==> config.mk <==
export PLATFORM = sky130hd
export DESIGN_NAME = player_motion_ctrl
export DESIGN_NICKNAME = d
export VERILOG_FILES = /design/src/rtl/player_motion_ctrl.sv
export SDC_FILE = /design/constraint.sdc
export NUM_CORES = 1
export LEC_CHECK = 0
export CORE_MARGIN = 2
export CORE_UTILIZATION = 50
export CTS_BUF_LIST = sky130_fd_sc_hd__clkbuf_4 sky130_fd_sc_hd__clkbuf_8 sky130_fd_sc_hd__clkbuf_16
export CTS_CLUSTER_SIZE = 25
export DETAILED_ROUTE_END_ITERATION = 6
export HOLD_SLACK_MARGIN = 0.08
export PLACE_DENSITY_LB_ADDON = 0.1
export REMOVE_ABC_BUFFERS = 1
export SLEW_MARGIN = 5
export SYNTH_ARGS = -nofsm -noshare
export SYNTH_HDL_FRONTEND = slang
export SYNTH_SLANG_ARGS = --single-unit
==> constraint.sdc <==
create_clock -name clk -period 6.85 [get_ports clk]
set_clock_uncertainty 0.05 [all_clocks]
set_input_delay 1.37 -clock clk [delete_from_list [all_inputs] [get_ports clk]]
set_output_delay 1.37 -clock clk [all_outputs]
set_load 0.1 [all_outputs]
==> src/rtl/player_motion_ctrl.sv <==
// Per-frame jump/gravity sequencer and post-hit blink timer for the player sprite.
// Every output is a register; motion and blink advance only on enabled frame ticks.
module player_motion_ctrl #(
  parameter int unsigned GroundY     = 360,
  parameter int unsigned JumpV0      = 12,
  parameter int unsigned Gravity     = 1,
  parameter int unsigned MaxFall     = 15,
  parameter int unsigned BlinkFrames = 60,
  parameter int unsigned BlinkPeriod = 8
) (
  input  logic       clk,
  input  logic       rst,
  input  logic       frame_tick_i,
  input  logic       game_en_i,
  input  logic       jump_i,
  input  logic       hit_i,
  output logic [8:0] luc_loc_o,
  output logic       player_en_o,
  output logic       airborne_o,
  output logic       invuln_o
);
  localparam logic [1:0] S_GROUND = 2'd0;
  localparam logic [1:0] S_RISE   = 2'd1;
  localparam logic [1:0] S_FALL   = 2'd2;

  localparam int CW = $clog2(BlinkFrames + 1);
  localparam int PW = $clog2(BlinkPeriod + 1);

  localparam logic [8:0]    GY = 9'(GroundY);
  localparam logic [4:0]    V0 = 5'(JumpV0);
  localparam logic [4:0]    GR = 5'(Gravity);
  localparam logic [4:0]    MF = 5'(MaxFall);
  localparam logic [CW-1:0] BF = CW'(BlinkFrames);
  localparam logic [CW-1:0] C1 = CW'(1);
  localparam logic [PW-1:0] BP = PW'(BlinkPeriod);
  localparam logic [PW-1:0] P1 = PW'(1);

  logic [1:0]    state, state_n;
  logic [8:0]    y_n;
  logic [4:0]    v, v_n;
  logic          jump_q, pend;
  logic [CW-1:0] cnt, cnt_n;
  logic [PW-1:0] phase, phase_n, phase_inc;
  logic          en_n;
  logic          rise, upd, jump_go;
  logic [9:0]    y_sum;
  logic [5:0]    v_inc;

  assign rise      = jump_i & ~jump_q;
  assign upd       = frame_tick_i & game_en_i;
  // a rise arriving on the tick cycle still launches the jump
  assign jump_go   = pend | rise;
  assign y_sum     = {1'b0, luc_loc_o} + {5'b0, v};
  assign v_inc     = {1'b0, v} + {1'b0, GR};
  assign phase_inc = phase + P1;

  always_comb begin
    state_n = state;
    y_n     = luc_loc_o;
    v_n     = v;
    if (upd) begin
      case (state)
        S_GROUND: if (jump_go) begin
          state_n = S_RISE;
          v_n     = V0;
        end
        S_RISE: if (luc_loc_o < {4'b0, v}) begin
          y_n     = '0;
          v_n     = '0;
          state_n = S_FALL;
        end else begin
          y_n = luc_loc_o - {4'b0, v};
          if (v <= GR) begin
            v_n     = '0;
            state_n = S_FALL;
          end else begin
            v_n = v - GR;
          end
        end
        S_FALL: if (y_sum >= {1'b0, GY}) begin
          y_n     = GY;
          v_n     = '0;
          state_n = S_GROUND;
        end else begin
          y_n = y_sum[8:0];
          v_n = (v_inc > {1'b0, MF}) ? MF : v_inc[4:0];
        end
        default: state_n = S_GROUND;
      endcase
    end
  end

  always_comb begin
    cnt_n   = cnt;
    phase_n = phase;
    en_n    = player_en_o;
    if (hit_i && game_en_i && cnt == '0) begin
      cnt_n   = BF;
      phase_n = '0;
      en_n    = 1'b0;
    end else if (upd && cnt != '0) begin
      cnt_n = cnt - C1;
      if (cnt == C1) begin
        phase_n = '0;
        en_n    = 1'b1;
      end else if (phase_inc == BP) begin
        phase_n = '0;
        en_n    = ~player_en_o;
      end else begin
        phase_n = phase_inc;
      end
    end
  end

  always_ff @(posedge clk) begin
    if (rst) begin
      state       <= S_GROUND;
      luc_loc_o   <= GY;
      v           <= '0;
      jump_q      <= 1'b0;
      pend        <= 1'b0;
      cnt         <= '0;
      phase       <= '0;
      player_en_o <= 1'b1;
      airborne_o  <= 1'b0;
      invuln_o    <= 1'b0;
    end else begin
      state       <= state_n;
      luc_loc_o   <= y_n;
      v           <= v_n;
      jump_q      <= jump_i;
      pend        <= (!game_en_i || frame_tick_i) ? 1'b0 : (pend | rise);
      cnt         <= cnt_n;
      phase       <= phase_n;
      player_en_o <= en_n;
      airborne_o  <= (state_n != S_GROUND);
      invuln_o    <= (cnt_n != '0);
    end
  end
endmodule
==> out/results.txt <==
Combinational Power Share - 36.3%
Top Ports - 18
Layout cells sized above 1 - 7.60%
Antenna violations before repair - 0
Vias - 2597
Final core utilization - 57.5%
CTS buffer count - 5
Pre-CTS WS - 3.19 ns
Psw - 0.235 mW
Syn-to-layout area delta - 9.71%
Pins Over Slew Limit - 0
Critical path depth - 1
Critical-path cell list - clkdlybuf4s50_1
Num rows - 26
Post-synth top area share - 23.0%
Fin area - 0.00296 mm2
Clock Sinks - 31
Via density - 6.30
Die height - 77.4 um
Final WS setup - 3.25 ns
CP bufs+invs - 1
Largest net degree at the start of global routing - 39
Setup TNS - 0 ns
CTS H-tree depth - 2
Vias in the first global route - 2199
CP Capture Point - luc_loc_o[6]
Clk_lat worst skew - 0.29 ns
FF+latch count, synth - 31
Worst reg2reg startpoint - v[0]
Max Root-Sink Buffers - 2
Final #Nets - 371
Largest area contributor in the netlist - dfxtp_1
Cell at the slowest stage of the critical path - clkdlybuf4s50_1
Post-synth top flop - dfxtp_1
Die X-Extent - 77.4 um
Mapped Area - 0.00269 mm2
Multi-input logic area - 0.00189 mm2
Leakage - 1.10 nW
Cell depth of the worst flop-to-flop path - 10
Crit start category - flip-flop
First-pass detailed-route iteration total - 5
Cells after synthesis - 335
Final period utilization - 52.6%
Syn avg cell area - 8.04 um2
Min-delay src - phase[1]
Setup bufs post-CTS - 0
Routed Antenna Nets - 0
Tmin final - 3.60 ns
Total inserted antenna cells - 0
Distinct cells, synth - 70
Seq/Total Area, Yosys - 23.0%
YS warnings - 0
IO buf count - 17
Int Pwr - 0.359 mW
Outcome - finished clean
Core Area - 0.00514 mm2
First-pass GRT wire length - 10900 um
Fill cell count - 493
Dominant delay contributor by cell family on the critical path - buffers and inverters
Worst Tran Pin Value - 0.972 ns
Setup crit end kind - primary output
GRT Overall Usage - 22.5%
Pwr/cell area - 201 mW/mm2
Routability cong. - 0.908
Hold buffers post-CTS - 0
FF/Latch Area - 621 um2
Most common cell in the synthesized netlist - dfxtp_1
Dpl cell area - 0.00287 mm2
Synth area leaders - dfxtp_1 23%, ha_1 10%, a21oi_1 5.2%, inv_1 3.3%, nand3_1 2.8%
Endpoints failing hold - 0
Top cells by count, synth - 31 x dfxtp_1, 28 x a21oi_1, 24 x inv_1
Detailed Place HPWL - 4850 um
FF-to-FF End - v[0]
Unrepaired setup endpoints after global routing - no
WL/cell - 16.4 um
CTS clock-pin slew for the worst setup and hold paths - 0.07 ns
CP startpoint - luc_loc_o[6]
Initial Util - 52.4%
Sequential Power Share - 38.5%
Post-synth EDFFs - 0
Max-slew headroom - 35.0%
Worst min-delay path category - flip-flop to flip-flop
Worst VDD drop - 0.278 mV
CTS tree - yes
FFs w/ async S/R, synth - 0%
Worst EP required - 5.43 ns
Max-Cap Viols - 0
DR iter-0 viols - 212
Total congestion overflow - 0
Clock Root Buffer - clkbuf_8
Fmax - 0.278 GHz
R2R setup slack - 3.30 ns
CP Class - flip-flop to primary output
Crit path DAT - 2.18 ns
Final setup viols - 0
Post-cts resize count - 0
Residual DRC - 0
Slowest stage delay, CP - 1.24 ns
Full die area - 0.00599 mm2
Clock power share - 25.2%
Sw Ratio - 39.6%
Max FO, Critical Path - 16
Final WL - 6750 um
cell families (layout without fill, tap and decap cells):
| family | after synthesis | count (layout) | share of synthesized area [%] |
|---|---|---|---|
| flops | 31 | 31 | 23.0 |
| simple gates | 120 | 120 | 25.2 |
| buf+inv | 44 | 51 | 6.92 |
| fa+ha+maj | 24 | 24 | 11.7 |
| mux | 1 | 1 | 0.557 |
| xor+xnor | 8 | 8 | 2.60 |
| compound gates | 107 | 107 | 30.0 |
layout make-up:
| class | count | share of cell area, % |
|---|---|---|
| Inverter | 25 | 3.18 |
| Timing Repair Buffer | 18 | 6.01 |
| Clock inverter | 1 | 0.169 |
| Clock buffer | 7 | 2.84 |
| Multi-Input combinational cell | 260 | 63.8 |
| Tap cell | 70 | 2.96 |
| Sequential cell | 31 | 21.0 |
cell usage in the layout, fill, tap and decap left out, types with 4 or more instances in the layout:
cell / instances
a21oi_1: 28
or3_1: 8
and3_1: 7
inv_1: 24
o21bai_1: 4
ha_1: 22
nor2_1: 19
nand3b_1: 5
nand2_1: 18
clkdlybuf4s50_1: 17
nor4_1: 5
a211oi_1: 4
xnor2_1: 6
nor3_1: 13
a41oi_1: 4
nand2b_1: 6
nand4_1: 4
nand3_1: 15
o211ai_1: 4
clkbuf_8: 5
dfxtp_1: 31
o21a_1: 4
a221oi_1: 4
o21ai_0: 9
how the worst min path moves through the flow:
stage	end	slack, ns	cells after the start
floorplan	phase[1]	0.43	2
CTS	phase[1]	0.47	2
global placement	cnt[0]	0.45	2
finish	phase[1]	0.47	2
detailed placement	phase[1]	0.46	2
global route	cnt[0]	0.50	2
layer usage:
metal	part of all wire (%)	up-vias	global-route usage, %
li1	-	1280	-
met1	50	1233	33.4
met2	43	76	33.2
met3	5.4	8	4.19
met4	1.0	0	6.43
met5	0	-	0
stage by stage:
step,hold slack [ns],std cells,power [mW]
2_1_floorplan,0.427,316,0.395
3_3_place_gp,0.454,404,0.445
3_5_place_dp,0.457,404,0.446
4_1_cts,0.467,412,0.597
5_1_grt,0.504,412,0.630
6_report,0.472,412,0.595
power groups by stage:
stage               clock network (mW)  registers (mW)  logic (mW)
floorplan                            0           0.266       0.129
global placement                     0           0.232       0.213
detailed placement                   0           0.232       0.214
CTS                              0.153           0.229       0.215
global route                     0.160           0.233       0.237
finish                           0.150           0.229       0.216
sequential cells by signal, summed over array words and instances (netlist names):
register / flops
jump_q: 1
state: 2
cnt: 6
player_en_o: 1
luc_loc_o: 9
v: 5
invuln_o: 1
phase: 4
pend: 1
airborne_o: 1
(Power assumes the default switching activity.)
